**src/rtl/sw_pkg.sv**
```systemverilog
// Stopwatch run-control shared types.
// State encoding and elaboration-time sizing helpers.
package sw_pkg;

  typedef enum logic [1:0] {
    ST_IDLE  = 2'd0,
    ST_RUN   = 2'd1,
    ST_PAUSE = 2'd2
  } state_t;

  function automatic int unsigned div_of(
    input int unsigned clk_hz,
    input int unsigned tick_hz
  );
    return clk_hz / tick_hz;
  endfunction

  function automatic int unsigned width_of(
    input int unsigned n
  );
    return (n <= 1) ? 1 : $clog2(n);
  endfunction

endpackage

```
**src/rtl/sw_debounce.sv**
```systemverilog
// Button synchroniser and debouncer.
// Emits a one-cycle press on each accepted 0->1 level.
module sw_debounce
  import sw_pkg::*;
#(
  parameter int unsigned DEB_CYCLES = 500_000
) (
  input  logic clk,
  input  logic reset_n,
  input  logic raw,
  output logic press
);

  localparam int unsigned CW = width_of(DEB_CYCLES);
  localparam logic [CW-1:0] LAST = CW'(DEB_CYCLES - 1);

  logic          s1;
  logic          s2;
  logic          level;
  logic [CW-1:0] cnt;

  // two-flop synchroniser for the asynchronous button
  always_ff @(posedge clk or negedge reset_n) begin
    if (!reset_n) begin
      s1 <= 1'b0;
      s2 <= 1'b0;
    end else begin
      s1 <= raw;
      s2 <= s1;
    end
  end

  // accept a new level once it has differed for DEB_CYCLES samples
  always_ff @(posedge clk or negedge reset_n) begin
    if (!reset_n) begin
      cnt   <= '0;
      level <= 1'b0;
      press <= 1'b0;
    end else begin
      press <= 1'b0;
      if (s2 == level) begin
        cnt <= '0;
      end else if (cnt == LAST) begin
        cnt   <= '0;
        level <= s2;
        press <= s2;
      end else begin
        cnt <= cnt + CW'(1);
      end
    end
  end

endmodule

```
**src/rtl/sw_run_ctrl.sv**
```systemverilog
// Stopwatch front end: debounced buttons, run FSM,
// 100 Hz tick prescaler and downstream clear pulse.
module sw_run_ctrl
  import sw_pkg::*;
#(
  parameter int unsigned CLK_HZ     = 50_000_000,
  parameter int unsigned TICK_HZ    = 100,
  parameter int unsigned DEB_CYCLES = 500_000
) (
  input  logic clk,
  input  logic reset_n,
  input  logic btn_ss,
  input  logic btn_clr,
  output logic clk_psec,
  output logic clr,
  output logic running
);

  localparam int unsigned DIV = div_of(CLK_HZ, TICK_HZ);
  localparam int unsigned PW  = width_of(DIV);
  localparam logic [PW-1:0] LAST = PW'(DIV - 1);

  state_t        state;
  logic [PW-1:0] cnt;
  logic          ss_p;
  logic          clr_p;

  sw_debounce #(.DEB_CYCLES(DEB_CYCLES)) u_deb_ss (
    .clk     (clk),
    .reset_n (reset_n),
    .raw     (btn_ss),
    .press   (ss_p)
  );

  sw_debounce #(.DEB_CYCLES(DEB_CYCLES)) u_deb_clr (
    .clk     (clk),
    .reset_n (reset_n),
    .raw     (btn_clr),
    .press   (clr_p)
  );

  // run FSM with prescaler; the leaving-RUN edge neither counts nor ticks
  always_ff @(posedge clk or negedge reset_n) begin
    if (!reset_n) begin
      state    <= ST_IDLE;
      cnt      <= '0;
      clk_psec <= 1'b0;
      clr      <= 1'b0;
      running  <= 1'b0;
    end else begin
      clk_psec <= 1'b0;
      clr      <= 1'b0;
      unique case (state)
        ST_IDLE: begin
          cnt <= '0;
          if (clr_p) clr <= 1'b1;
          if (ss_p) begin
            state   <= ST_RUN;
            running <= 1'b1;
          end
        end
        ST_RUN: begin
          if (ss_p) begin
            state   <= ST_PAUSE;
            running <= 1'b0;
          end else if (cnt == LAST) begin
            cnt      <= '0;
            clk_psec <= 1'b1;
          end else begin
            cnt <= cnt + PW'(1);
          end
        end
        ST_PAUSE: begin
          if (clr_p) begin
            state <= ST_IDLE;
            cnt   <= '0;
            clr   <= 1'b1;
          end else if (ss_p) begin
            state   <= ST_RUN;
            running <= 1'b1;
          end
        end
        default: begin
          state   <= ST_IDLE;
          cnt     <= '0;
          running <= 1'b0;
        end
      endcase
    end
  end

endmodule

```
**config.mk**
```make
export PLATFORM = sky130hd
export DESIGN_NAME = sw_run_ctrl
export DESIGN_NICKNAME = d
export VERILOG_FILES = /design/src/rtl/sw_pkg.sv /design/src/rtl/sw_debounce.sv /design/src/rtl/sw_run_ctrl.sv
export SDC_FILE = /design/constraint.sdc
export NUM_CORES = 1
export LEC_CHECK = 0
export CAP_MARGIN = 15
export CORE_MARGIN = 5
export CORE_UTILIZATION = 45
export CTS_BUF_LIST = sky130_fd_sc_hd__clkbuf_8
export CTS_CLUSTER_DIAMETER = 150
export DETAILED_ROUTE_END_ITERATION = 8
export GPL_ROUTABILITY_DRIVEN = 1
export PLACE_DENSITY = 0.7
export SETUP_SLACK_MARGIN = 0.15
export SYNTH_ARGS = -nofsm -noshare
export SYNTH_HDL_FRONTEND = slang
export SYNTH_SLANG_ARGS = --single-unit
```
**constraint.sdc**
```tcl
create_clock -name clk -period 1.8 [get_ports clk]
set_clock_uncertainty 0.05 [all_clocks]
set_input_delay 0.54 -clock clk [delete_from_list [all_inputs] [get_ports clk]]
set_output_delay 0.54 -clock clk [all_outputs]
set_load 0.01 [all_outputs]
```
==> impl_results.md <==
- Slew margin rel.: 0.4479
- Max VDD drop: 281.4 µV
- Async set-reset flop share out of synthesis: 1.000
- Placer Congestion: 0.8449
- Final Max Tran Viols: 0
- Post-synth EDFFs: 0
- Hold crit path type: in -> async
- Final setup vio count: 22
- Syn Area/Cell: 9.886 µm²
- H-tree depth: 3
- CP Capture Type: register
- Skew-Pair Late Insertion Delay: 0.35 ns
- TritonCTS clock tree: done
- Row Count: 31
- Routed Wire Length: 7958 µm
- Post-synthesis register bit count: 70
- Via density: 5.456
- Synth Area in Simple Gates: 0.2597
- Port bufs: 6
- Worst setup path class: reg -> reg
- Syn Inst Count: 344
- HPWL after DPL: 4319 µm
- Reg2reg setup slack: -0.21 ns
- MaxCap Viol Count: 0
- Post-synthesis mux area share: 0.02171
- Largest net degree at the start of global routing: 71
- Largest family of logic cells by synthesized area: simple AND/OR/NAND/NOR gates
- Critical Path Source Type: register
- Library cells used by synthesis: 49
- Reg clk slew, reported paths: 0.08 ns
- Leakage power: 1.976 nW
- Die height: 96.93 µm
- Outcome: finished, violations left
- Die Span X: 96.93 µm
- RSZ-0062 raised after global routing: yes
- Vias: 2,799
- Setup crit start: cnt[10]
- Power per cell area: 673.2 nW/µm²
- Critical Path End: cnt[9]
- Area Growth Syn to Fin: 38.23%
- Number of global-route vias before repair: 2,741
- Grt total ovfl: 0
- Fin nets: 416
- Adder-cell area share of the yosys netlist: 0.01104
- Fillers: 584
- Total die area: 9395 µm²
- Finished Layout Cells: 513
- Final core occ: 0.6446
- Clk root buf: clkbuf_8
- Wire per inst: 15.51 µm
- Inst Count DP: 474
- Critical Path RT: 1.98 ns
- Total GRT Usage: 0.1583
- Setup ws final: -0.2107 ns
- Register Area: 1753 µm²
- Arr. time, crit path: 2.19 ns
- Tmin final: 2.011 ns
- DR pass1 iterations: 4
- Proportion of layout cells with a drive suffix above 1: 0.3551
- Period utilization: 1.117
- First-pass GRT wire length: 12,340 µm
- Ports: 7
- Post-Syn Nets: 351
- DRC viols: 0
- Synth Area in Compound Gates: 0.06512
- Xor/xnor share of the synthesized area: 0.1004
- Clock buffer count from CTS: 9
- Multi-input gate area: 2029 µm²
- Sequential-to-total area share from yosys stat: 0.5151
- Capturing point of the worst reg2reg path: cnt[9]
- ANT nets after route: 0
- Core Area: 7292 µm²
- Total power: 3.165 mW
- Starting density of the core: 0.4664
- # diodes: 0
- Slowest cell on the critical path: or4_4
- Sinks on Clock Net: 70
- Iter 0 DRT Violations: 158
- TNS Setup: -2.634 ns
- Max frequency: 497.3 MHz
- Crit-path cells: or4_4 -> nor4_4 -> buf_6 -> a21oi_4 -> a21o_1 -> a22o_1
- Critical Path Fanout Max: 6
- Ys Warns: 0
- Worst r2r path cells: 6
- Hold Fails Final Rpt: 0
- Worst r2r src: cnt[10]
- Most used DFF post-synth: dfrtp_1
- Worst hold margin: 0.1592 ns
- Post-synth design cell area: 3401 µm²
- Max Buffers Root-to-Sink: 2
- Initial antenna violation count: 0
- Worst-Margin Slew: 0.8274 ns
- Failing checks: setup timing
- Critical Path Max Stage Delay: 0.55 ns
-- Yosys cell counts (all sizes together) (6+ instances only) --
cell type,instances,share of area
xor2,23,0.059
and3,6,0.011
nand2,26,0.029
o21ai,8,0.012
nand4,17,0.031
a21oi,15,0.024
xnor2,16,0.041
nand3,25,0.037
dfrtp,70,0.52
buf,8,0.016
nor2,63,0.070
nor3,6,0.010
inv,8,0.0088
-- worst min path at each step --
stage,start,endpoint,slack [ns],cells after the start
2_1_floorplan,reset_n,clk_psec,0.19,0
3_3_place_gp,u_deb_clr.s1,u_deb_clr.s2,0.28,0
3_5_place_dp,u_deb_clr.s1,u_deb_clr.s2,0.29,0
4_1_cts,reset_n,u_deb_clr.cnt[6],0.17,2
5_1_grt,reset_n,u_deb_clr.cnt[6],0.20,2
6_report,reset_n,u_deb_clr.cnt[6],0.16,2
-- layout by cell type (no fill, tap or decap), types with 9 or more instances in the layout --
| cell | synthesis | layout |
|---|---|---|
| clkbuf_8 | 0 | 10 |
| a21oi_1 | 13 | 9 |
| nand4_1 | 17 | 17 |
| nor2_2 | 0 | 11 |
| dfrtp_1 | 70 | 69 |
| buf_4 | 1 | 42 |
| nor2_4 | 0 | 23 |
| xor2_1 | 23 | 19 |
| xnor2_1 | 16 | 16 |
| nand2_1 | 25 | 23 |
| nand3_1 | 25 | 23 |
| nor2_1 | 63 | 29 |
-- power breakdown --
part | total [mW] | internal [mW] | switching (mW)
sequential | 1.60 | 1.59 | 0.0153
clock | 1.41 | 0.813 | 0.601
combinational | 0.148 | 0.0582 | 0.0902
-- final cells by class --
cell class	instances	share of cell area
timing repair buffer	58	0.1153
multi-input combinational	262	0.4317
clock inverter	6	0.01810
sequential	70	0.3729
tap	99	0.02635
inverter	8	0.006388
clock buffer	10	0.02928
-- cells by family after synthesis --
family / after synthesis
DFF: 70
muxes: 7
buffers and inverters: 18
AOI/OAI and AO/OA: 35
xor gates and xnor gates: 39
and+or+nand+nor: 172
adders and majority gates: 3
-- timing repair --
action | in CTS | in global routing
hold buffers | 0 | 0
endpoints found under the setup margin | 62 | 60
pin swaps | 8 | 40
setup buffers | 5 | 9
cloned | 3 | 6
gates resized for setup | 15 | 86
-- registers in the layout, summed over array words and instances (netlist names) --
| signal | flops |
|---|---|
| u_deb_clr.s2 | 1 |
| u_deb_clr.cnt | 19 |
| u_deb_clr.level | 1 |
| cnt | 19 |
| clk_psec | 1 |
| u_deb_ss.press | 1 |
| running | 1 |
| u_deb_clr.press | 1 |
| state | 2 |
| u_deb_clr.s1 | 1 |
| u_deb_ss.s2 | 1 |
| u_deb_ss.s1 | 1 |
| u_deb_ss.cnt | 19 |
| clr | 1 |
| u_deb_ss.level | 1 |
-- metal layers --
metal / up-vias / GRT usage / share of wire
met5: - / 0 / 0
met4: 0 / 0.05940 / 0.024
met3: 19 / 0.04029 / 0.046
met2: 67 / 0.2569 / 0.50
met1: 1380 / 0.2037 / 0.43
li1: 1333 / - / -
-- per-stage QoR --
step / setup WS (ns) / area, µm²
final: -0.2107 / 4701
after global routing: -0.2740 / 4701
after CTS: -0.1666 / 4197
after detailed placement: -0.2995 / 3841
after global placement: -0.2389 / 3841
after floorplan: -0.1521 / 3430
-- critical path: cells and delay by family, from the launching register on --
kind	cells	cell delay (ns)
AO/OA/AOI/OAI	3	0.48
AND/OR/NAND/NOR	2	0.83
flip-flops	1	0.38
buffers and inverters	1	0.16
No activity file was read; power rests on OpenSTA's default activity.
